--- src/rtl/render_frame_sequencer_pkg.sv ---
// render_frame_sequencer_pkg
//   Shared types for the frame sequencer: pixel colour, triangle record,
//   host command encoding and a saturating increment helper.
package render_frame_sequencer_pkg;

    typedef logic [11:0] color12_t;

    typedef struct packed {
        logic [9:0] x;
        logic [9:0] y;
    } vertex_t;

    // 72-bit triangle: three screen-space vertices plus flat colour.
    typedef struct packed {
        vertex_t  v0;
        vertex_t  v1;
        vertex_t  v2;
        color12_t color;
    } triangle_t;

    typedef enum logic [1:0] {
        CMD_BEGIN = 2'd0,
        CMD_TRI   = 2'd1,
        CMD_END   = 2'd2
    } seq_cmd_t;

    localparam int TRI_CNT_W   = 16;
    localparam int FRAME_CYC_W = 32;

    function automatic logic [FRAME_CYC_W-1:0] sat_inc32(input logic [FRAME_CYC_W-1:0] v);
        return (v == '1) ? v : v + 1'b1;
    endfunction

endpackage

--- src/rtl/render_frame_sequencer_if.sv ---
// render_frame_sequencer_if
//   Host command stream into the frame sequencer.
//   Handshake: a command transfers on every rising clk edge where
//   cmd_valid && cmd_ready. While cmd_valid is high the host holds cmd_type,
//   cmd_fill_color and cmd_triangle stable; cmd_ready may depend on them.
//   Ports (signals):
//     cmd_valid       host -> seq   command present
//     cmd_ready       seq  -> host  command accepted this cycle
//     cmd_type        host -> seq   CMD_BEGIN / CMD_TRI / CMD_END
//     cmd_fill_color  host -> seq   fill colour (CMD_BEGIN)
//     cmd_triangle    host -> seq   triangle (CMD_TRI)
interface render_frame_sequencer_if;
    import render_frame_sequencer_pkg::*;

    logic      cmd_valid;
    logic      cmd_ready;
    seq_cmd_t  cmd_type;
    color12_t  cmd_fill_color;
    triangle_t cmd_triangle;

    modport master (output cmd_valid, cmd_type, cmd_fill_color, cmd_triangle,
                    input  cmd_ready);
    modport slave  (input  cmd_valid, cmd_type, cmd_fill_color, cmd_triangle,
                    output cmd_ready);
endinterface

--- src/rtl/render_frame_sequencer_busy_settle_timer.sv ---
// busy_settle_timer
//   Decides when the renderer has drained. Both counters are held at zero
//   while clear is high and run while it is low.
//   Ports:
//     clk, rst   clock, synchronous active-high reset
//     clear      hold counters at zero (sequencer not draining)
//     busy       renderer busy
//     settled    busy low now and for the previous SETTLE_CYCLES-1 cycles
//     timed_out  this is the DRAIN_TIMEOUT-th cycle since clear dropped
module busy_settle_timer #(
    parameter int SETTLE_CYCLES = 2,
    parameter int DRAIN_TIMEOUT = 1_000_000
) (
    input  logic clk,
    input  logic rst,
    input  logic clear,
    input  logic busy,
    output logic settled,
    output logic timed_out
);
    localparam int SW = (SETTLE_CYCLES < 2) ? 1 : $clog2(SETTLE_CYCLES + 1);
    localparam int TW = $clog2(DRAIN_TIMEOUT + 1);
    localparam logic [SW-1:0] SETTLE_LAST  = SW'(SETTLE_CYCLES - 1);
    localparam logic [TW-1:0] TIMEOUT_LAST = TW'(DRAIN_TIMEOUT - 1);
    localparam logic [TW-1:0] TIMEOUT_MAX  = TW'(DRAIN_TIMEOUT);

    // settle_cnt: number of consecutive low cycles before the current one,
    // saturating once the current low cycle would complete the window.
    logic [SW-1:0] settle_cnt;
    logic [TW-1:0] timeout_cnt;

    always_ff @(posedge clk) begin
        if (rst || clear) begin
            settle_cnt  <= '0;
            timeout_cnt <= '0;
        end else begin
            if (busy)
                settle_cnt <= '0;
            else if (settle_cnt != SETTLE_LAST)
                settle_cnt <= settle_cnt + 1'b1;
            if (timeout_cnt != TIMEOUT_MAX)
                timeout_cnt <= timeout_cnt + 1'b1;
        end
    end

    assign settled   = !busy && (settle_cnt == SETTLE_LAST);
    assign timed_out = (timeout_cnt >= TIMEOUT_LAST);
endmodule

--- src/rtl/render_frame_sequencer.sv ---
// render_frame_sequencer
//   Frame-level controller in front of render_manager. Per frame: latch the
//   fill colour, pulse fill_valid then begin_frame, stream triangles, wait for
//   the renderer to drain, run the swap handshake and pulse frame_done.
//   Optional feature macro: RENDER_SEQ_STATS_EN adds stat_tri_count and
//   stat_frame_cycles (both refreshed at frame_done).
//   Ports:
//     clk, rst            clock, synchronous active-high reset
//     cmd                 host command stream (slave side)
//     rm_fill_color/valid fill colour to render_manager
//     rm_begin_frame      frame start pulse (cycle after fill_valid)
//     rm_triangle/_valid/_ready  triangle stream to render_manager
//     rm_busy             render_manager busy
//     swap_req/swap_ack   framebuffer swap handshake
//     frame_active        BEGIN accepted, frame_done not yet reached
//     frame_done          1-cycle completion pulse
//     err_protocol, err_timeout, warn_empty  sticky status
//     dbg_state           current FSM state encoding
module render_frame_sequencer
    import render_frame_sequencer_pkg::*;
#(
    parameter int SETTLE_CYCLES = 2,
    parameter int DRAIN_TIMEOUT = 1_000_000
) (
    input  logic                      clk,
    input  logic                      rst,
    render_frame_sequencer_if.slave   cmd,
    output color12_t                  rm_fill_color,
    output logic                      rm_fill_valid,
    output logic                      rm_begin_frame,
    output triangle_t                 rm_triangle,
    output logic                      rm_triangle_valid,
    input  logic                      rm_triangle_ready,
    input  logic                      rm_busy,
    output logic                      swap_req,
    input  logic                      swap_ack,
    output logic                      frame_active,
    output logic                      frame_done,
    output logic                      err_protocol,
    output logic                      err_timeout,
    output logic                      warn_empty,
`ifdef RENDER_SEQ_STATS_EN
    output logic [TRI_CNT_W-1:0]      stat_tri_count,
    output logic [FRAME_CYC_W-1:0]    stat_frame_cycles,
`endif
    output logic [2:0]                dbg_state
);
    typedef enum logic [2:0] {
        IDLE, LOAD_FILL, START, STREAM, DRAIN, SWAP
    } state_t;

    state_t   state, state_next;
    color12_t fill_color_q;
    logic     begin_accept, proto_err_set, tri_fire;
    logic     settled, timed_out, tri_none;
    logic     swap_done;

    busy_settle_timer #(
        .SETTLE_CYCLES (SETTLE_CYCLES),
        .DRAIN_TIMEOUT (DRAIN_TIMEOUT)
    ) u_timer (
        .clk       (clk),
        .rst       (rst),
        .clear     (state != DRAIN),
        .busy      (rm_busy),
        .settled   (settled),
        .timed_out (timed_out)
    );

    always_comb begin
        state_next        = state;
        cmd.cmd_ready     = 1'b0;
        rm_triangle_valid = 1'b0;
        begin_accept      = 1'b0;
        proto_err_set     = 1'b0;
        tri_fire          = 1'b0;
        case (state)
            IDLE: begin
                cmd.cmd_ready = 1'b1;
                if (cmd.cmd_valid) begin
                    if (cmd.cmd_type == CMD_BEGIN) begin
                        begin_accept = 1'b1;
                        state_next   = LOAD_FILL;
                    end else begin
                        proto_err_set = 1'b1;
                    end
                end
            end
            LOAD_FILL: state_next = START;
            START:     state_next = STREAM;
            STREAM: begin
                if (cmd.cmd_valid) begin
                    if (cmd.cmd_type == CMD_TRI) begin
                        rm_triangle_valid = 1'b1;
                        cmd.cmd_ready     = rm_triangle_ready;
                        tri_fire          = rm_triangle_ready;
                    end else if (cmd.cmd_type == CMD_END) begin
                        cmd.cmd_ready = 1'b1;
                        state_next    = DRAIN;
                    end else begin
                        // Nested BEGIN (or unused encoding): swallow it.
                        cmd.cmd_ready = 1'b1;
                        proto_err_set = 1'b1;
                    end
                end
            end
            DRAIN: if (settled || timed_out) state_next = SWAP;
            SWAP:  if (swap_ack) state_next = IDLE;
            default: state_next = IDLE;
        endcase
    end

    assign swap_done = (state == SWAP) && swap_ack;

    always_ff @(posedge clk) begin
        if (rst) begin
            state        <= IDLE;
            fill_color_q <= '0;
            frame_done   <= 1'b0;
            err_protocol <= 1'b0;
            err_timeout  <= 1'b0;
            warn_empty   <= 1'b0;
        end else begin
            state      <= state_next;
            frame_done <= swap_done;
            if (begin_accept)
                fill_color_q <= cmd.cmd_fill_color;
            if (proto_err_set)
                err_protocol <= 1'b1;
            // A drain that settles on its last allowed cycle is not a timeout.
            if (state == DRAIN && timed_out && !settled)
                err_timeout <= 1'b1;
            if (state == DRAIN && tri_none)
                warn_empty <= 1'b1;
        end
    end

`ifdef RENDER_SEQ_STATS_EN
    logic [TRI_CNT_W-1:0]   tri_cnt;
    logic [FRAME_CYC_W-1:0] frame_cyc;   // cycles elapsed since BEGIN acceptance

    always_ff @(posedge clk) begin
        if (rst) begin
            tri_cnt           <= '0;
            frame_cyc         <= '0;
            stat_tri_count    <= '0;
            stat_frame_cycles <= '0;
        end else begin
            if (begin_accept) begin
                tri_cnt   <= '0;
                frame_cyc <= FRAME_CYC_W'(1);
            end else begin
                if (tri_fire && tri_cnt != '1)
                    tri_cnt <= tri_cnt + 1'b1;
                if (state != IDLE)
                    frame_cyc <= sat_inc32(frame_cyc);
            end
            if (swap_done) begin
                stat_tri_count    <= tri_cnt;
                stat_frame_cycles <= sat_inc32(frame_cyc);
            end
        end
    end
    assign tri_none = (tri_cnt == '0);
`else
    // Only "any triangle this frame" is needed for warn_empty.
    logic tri_seen;
    always_ff @(posedge clk) begin
        if (rst || begin_accept)
            tri_seen <= 1'b0;
        else if (tri_fire)
            tri_seen <= 1'b1;
    end
    assign tri_none = !tri_seen;
`endif

    assign rm_fill_color  = fill_color_q;
    assign rm_fill_valid  = (state == LOAD_FILL);
    assign rm_begin_frame = (state == START);
    assign rm_triangle    = cmd.cmd_triangle;
    assign swap_req       = (state == SWAP);
    assign frame_active   = (state != IDLE);
    assign dbg_state      = state;
endmodule

--- src/flat_wrapper.sv ---
// flat-port wrapper written by rule: the top's interface ports become plain ports
module render_frame_sequencer_flat import render_frame_sequencer_pkg::*;
#(
    parameter int SETTLE_CYCLES = 2,
    parameter int DRAIN_TIMEOUT = 1_000_000
)
  (clk, rst, rm_fill_color, rm_fill_valid, rm_begin_frame, rm_triangle, rm_triangle_valid, rm_triangle_ready, rm_busy, swap_req, swap_ack, frame_active, frame_done, err_protocol, err_timeout, warn_empty, dbg_state, cmd_cmd_valid, cmd_cmd_type, cmd_cmd_fill_color, cmd_cmd_triangle, cmd_cmd_ready);
  render_frame_sequencer_if cmd_i ();
  input  logic clk;
  input  logic rst;
  output color12_t rm_fill_color;
  output logic rm_fill_valid;
  output logic rm_begin_frame;
  output triangle_t rm_triangle;
  output logic rm_triangle_valid;
  input  logic rm_triangle_ready;
  input  logic rm_busy;
  output logic swap_req;
  input  logic swap_ack;
  output logic frame_active;
  output logic frame_done;
  output logic err_protocol;
  output logic err_timeout;
  output logic warn_empty;
  output logic [2:0] dbg_state;
  input wire logic [$bits(cmd_i.cmd_valid)-1:0] cmd_cmd_valid;
  input wire logic [$bits(cmd_i.cmd_type)-1:0] cmd_cmd_type;
  input wire logic [$bits(cmd_i.cmd_fill_color)-1:0] cmd_cmd_fill_color;
  input wire logic [$bits(cmd_i.cmd_triangle)-1:0] cmd_cmd_triangle;
  output wire logic [$bits(cmd_i.cmd_ready)-1:0] cmd_cmd_ready;
  assign cmd_i.cmd_valid = cmd_cmd_valid;
  assign cmd_i.cmd_type = cmd_cmd_type;
  assign cmd_i.cmd_fill_color = cmd_cmd_fill_color;
  assign cmd_i.cmd_triangle = cmd_cmd_triangle;
  assign cmd_cmd_ready = cmd_i.cmd_ready;
  render_frame_sequencer #(.SETTLE_CYCLES(SETTLE_CYCLES), .DRAIN_TIMEOUT(DRAIN_TIMEOUT)) u_core (.clk(clk), .rst(rst), .cmd(cmd_i), .rm_fill_color(rm_fill_color), .rm_fill_valid(rm_fill_valid), .rm_begin_frame(rm_begin_frame), .rm_triangle(rm_triangle), .rm_triangle_valid(rm_triangle_valid), .rm_triangle_ready(rm_triangle_ready), .rm_busy(rm_busy), .swap_req(swap_req), .swap_ack(swap_ack), .frame_active(frame_active), .frame_done(frame_done), .err_protocol(err_protocol), .err_timeout(err_timeout), .warn_empty(warn_empty), .dbg_state(dbg_state));
endmodule
--- config.mk ---
export PLATFORM = sky130hd
export DESIGN_NAME = render_frame_sequencer_flat
export DESIGN_NICKNAME = d
export VERILOG_FILES = /design/src/rtl/render_frame_sequencer_pkg.sv /design/src/rtl/render_frame_sequencer_if.sv /design/src/rtl/render_frame_sequencer_busy_settle_timer.sv /design/src/rtl/render_frame_sequencer.sv /design/src/flat_wrapper.sv
export SDC_FILE = /design/constraint.sdc
export NUM_CORES = 1
export LEC_CHECK = 0
export CORE_UTILIZATION = 34
export CTS_CLUSTER_DIAMETER = 60
export DETAILED_ROUTE_END_ITERATION = 10
export GPL_TIMING_DRIVEN = 0
export PLACE_DENSITY = 0.87
export REMOVE_ABC_BUFFERS = 1
export SLEW_MARGIN = 20
export SYNTH_ARGS = -nofsm -noshare
export SYNTH_HDL_FRONTEND = slang
export SYNTH_SLANG_ARGS = --single-unit
--- constraint.sdc ---
create_clock -name clk -period 2.3 [get_ports clk]
set_input_delay 0.46 -clock clk [delete_from_list [all_inputs] [get_ports clk]]
set_output_delay 0.46 -clock clk [all_outputs]
set_load 0.02 [all_outputs]
==> out/qor.yml, run 1 <==
placed_design:
  dp_hpwl_mm: 10.3
  dp.cells: 370
  place_area_um2: 2470
  gp_congestion: 0.968
  port_buffers: 44
global_route:
  grt_pass1_vias: 1692
  grt_max_degree: 24
  antenna_found_initial: 0
  gr-total-overflow: 0
  grt_pass1_wl_mm: 14.7
  grtUsageTotal_pct: 30.3
sta:
  post-route-min-period_ns: 2.21
  max_slew.worst_pin.slew_ns: 0.876
  final_hold_viol_count: 0
  clock_skew_ns: 0.00647
  setup_tns_ns: 0
  drv_slew: 0
  whs_ns: 0.444
  rsz0062_at_grt: "no"
  setup_violations: 0
  slew_headroom_pct: 41.4
  finalCritPeriodShare_pct: 96.1
  fmax_mhz: 452
setup_path:
  critPathCaptureType: "output port"
  worstPathMaxFanout: 3
  critical_path_arrival_ns: 1.75
  critPathKind: "in2out"
  start_kind: "input pin"
  required_ns: 1.84
clock_network:
  clock_sinks: 42
  clk_latency_ns: 0.29
  cts-root-buf: "clkbuf_8"
  htreeDepth: 2
  cts_buffers: 5
  clk_pin_slew_ns: 0.08
  cts_tree: "built"
  cts_setup_buffers: 0
  cts_hold_buf: 0
  cts.path.max_buffers: 2
die:
  coreArea_um2: 6940
  dieWidth_um: 87.6
  dieArea_um2: 7680
  die_y_um: 87.6
  io_pins: 189
  initial_core_util_pct: 35.9
  rows: 30
synthesis:
  ys_warn_count: 0
  synth-main-ff-cell: "dfxtp_1"
  synthCells: 314
  syn_area_um2: 2490
  synth_edf_count: 0
  ys_seq_area_share_pct: 33.7
  synth_seq_cells: 42
  synth_cell_types: 39
  async_flop_share_pct: 0
  syn_avg_cell_area_um2: 7.94
pwr:
  peakVddDrop_v: 0.000318
  leakage_nw: 0.837
  p_int_mw: 1.29
  p_clk_share_pct: 25.5
  swShare_pct: 33.7
  switching_power_mw: 0.657
  combPwrFrac_pct: 30.6
  p_seq_share_pct: 43.9
  total_power_mw: 1.95
  p_per_area_nw_per_um2: 762
detailed_routing:
  drtIter0Drc: 121
  routed_wl_mm: 11.8
  drc: 0
  drtAntennaViolNets: 0
  firstDrtPassIters: 4
  routed_via_density: 5.38
  wl_per_cell_um: 31.3
  vias: 2035
layout:
  fill_cells: 701
  regArea_um2: 843
  fin_area_um2: 2560
  num_antenna_cells: 0
  synthToLayoutAreaGrowth_pct: 2.61
  drive_above_1_share_pct: 6.74
  final_cells: 378
  final_nets: 379
  multi_input_area_um2: 1010
run_status:
  outcome: "finished clean"
min_path:
  hold_class: "reg2reg"
flow_run:
  max-cap-violations: 0
## cells by family (layout without fill, tap and decap cells)
| family | count (synthesis) | in the layout | synth area share, % |
|---|---|---|---|
| simple gates | 108 | 108 | 21.8 |
| buf+inv | 99 | 67 | 25.8 |
| compound gates | 43 | 43 | 9.99 |
| flops | 42 | 42 | 33.7 |
| xor+xnor | 15 | 15 | 5.27 |
| fa+ha+maj | 6 | 6 | 3.01 |
| mux | 1 | 1 | 0.402 |
## state kept, by name, indices dropped and copies added, names as in the netlist
signal,flops
u_core.u_timer.timeout_cnt,20
u_core.rm_fill_color,12
u_core.dbg_state,3
u_core.u_timer.settle_cnt,2
u_core.err_protocol,1
u_core.err_timeout,1
u_core.frame_done,1
u_core.tri_seen,1
u_core.warn_empty,1
## critical path, cell delays in order
cell and delay [ns]:
clkdlybuf4s50_1 0.48, inv_1 0.06, ha_1 0.21, a21oi_1 0.15
a21oi_1 0.09, nor2_1 0.11, buf_2 0.19
## synthesized netlist by cell type (all sizes together) (2+ instances only)
cell     n  share of area, %
nor4     3               1.0
or3b     2              0.70
buf     72                22
o22ai    2              0.50
dfxtp   42                34
nand3   10               2.0
nor2b    2              0.50
inv     15               2.3
clkbuf  12               1.8
a21oi   27               5.6
or3      6               1.5
and4     2              0.70
xnor2   11               3.9
o21ai    7               1.4
nor3b    3              0.90
or2      2              0.50
and3     4               1.0
nor3    11               2.2
xor2     4               1.4
ha       6               3.0
nor2    24               3.6
nand4    4               1.0
a21o     2              0.60
a311oi   2              0.95
nand2   30               4.5
## final cells by class
cell class	instances	area share (%)
inverter	15	2.20
clock buffer	6	3.23
multi-input combinational	173	39.6
timing repair buffer	44	16.8
clock inverter	2	0.489
sequential	42	33.0
tap	96	4.70
## power by group through the flow
stage               Clock [mW]  Combinational, mW  Sequential [mW]
finish                   0.497              0.596            0.855
global route             0.542              0.636            0.865
CTS                      0.507              0.601            0.850
detailed placement           0              0.601            0.864
global placement             0              0.590            0.861
floorplan                    0              0.292            0.901
## layout by cell type (no fill, tap or decap), types with 2 or more instances in the layout
cell type / Yosys / routed
dfxtp_2: 0 / 2
o21ai_0: 6 / 6
or3_1: 6 / 6
nand3_1: 10 / 10
nand4_1: 4 / 4
clkbuf_8: 0 / 6
xor2_1: 4 / 4
and4_1: 2 / 2
nor3_1: 11 / 11
inv_1: 15 / 15
a21oi_1: 26 / 26
nand2_1: 30 / 30
dfxtp_1: 42 / 40
and3_1: 4 / 4
ha_1: 6 / 6
clkdlybuf4s50_1: 0 / 42
nor4_1: 2 / 2
a21o_1: 2 / 2
nor3b_1: 3 / 3
nor2_1: 24 / 24
o22ai_1: 2 / 2
xnor2_1: 11 / 11
## stage by stage
stage / setup slack, ns / utilization [%]
6_report: 0.0893 / 36.8
5_1_grt: 0.0264 / 36.8
4_1_cts: 0.00707 / 37.0
3_5_place_dp: -0.340 / 35.5
3_3_place_gp: -0.291 / 35.5
2_1_floorplan: 0.610 / -
## layer usage
metal | track usage [%] | wire length [µm]
met1 | 19.9 | 2920
met2 | 55.8 | 5910
met3 | 32.2 | 2670
met4 | 6.86 | 329
met5 | 4.55 | 0
## worst paths after layout
path                                                                  start                               end  slack (ns)  cells after the start
worst max register to register  u_core.u_timer.timeout_cnt[11]$_SDFFE_PP0P_  u_core.dbg_state[1]$_SDFFE_PP0P_        0.42                      5
worst min register to register                 u_core.tri_seen$_SDFFE_PP0P_    u_core.warn_empty$_SDFFE_PP0P_        0.44                      1
worst max-delay path                                        cmd_cmd_type[1]                     cmd_cmd_ready        0.09                      7
worst min-delay path                           u_core.tri_seen$_SDFFE_PP0P_    u_core.warn_empty$_SDFFE_PP0P_        0.44                      1
## repair_timing
| action | in CTS | in global routing |
|---|---|---|
| endpoints found under the setup margin | 3 | 4 |
| gates cloned | 0 | 0 |
| pin swaps | 0 | 0 |
| gates resized for setup | 6 | 5 |
No activity file was read; power rests on OpenSTA's default activity.
==> run 2: changes to the inputs <==
Settings changed: CTS_CLUSTER_DIAMETER 60 to 200.
==> results of run 2 <==
Final layout, timing and power as in run 1 (identical DEF).
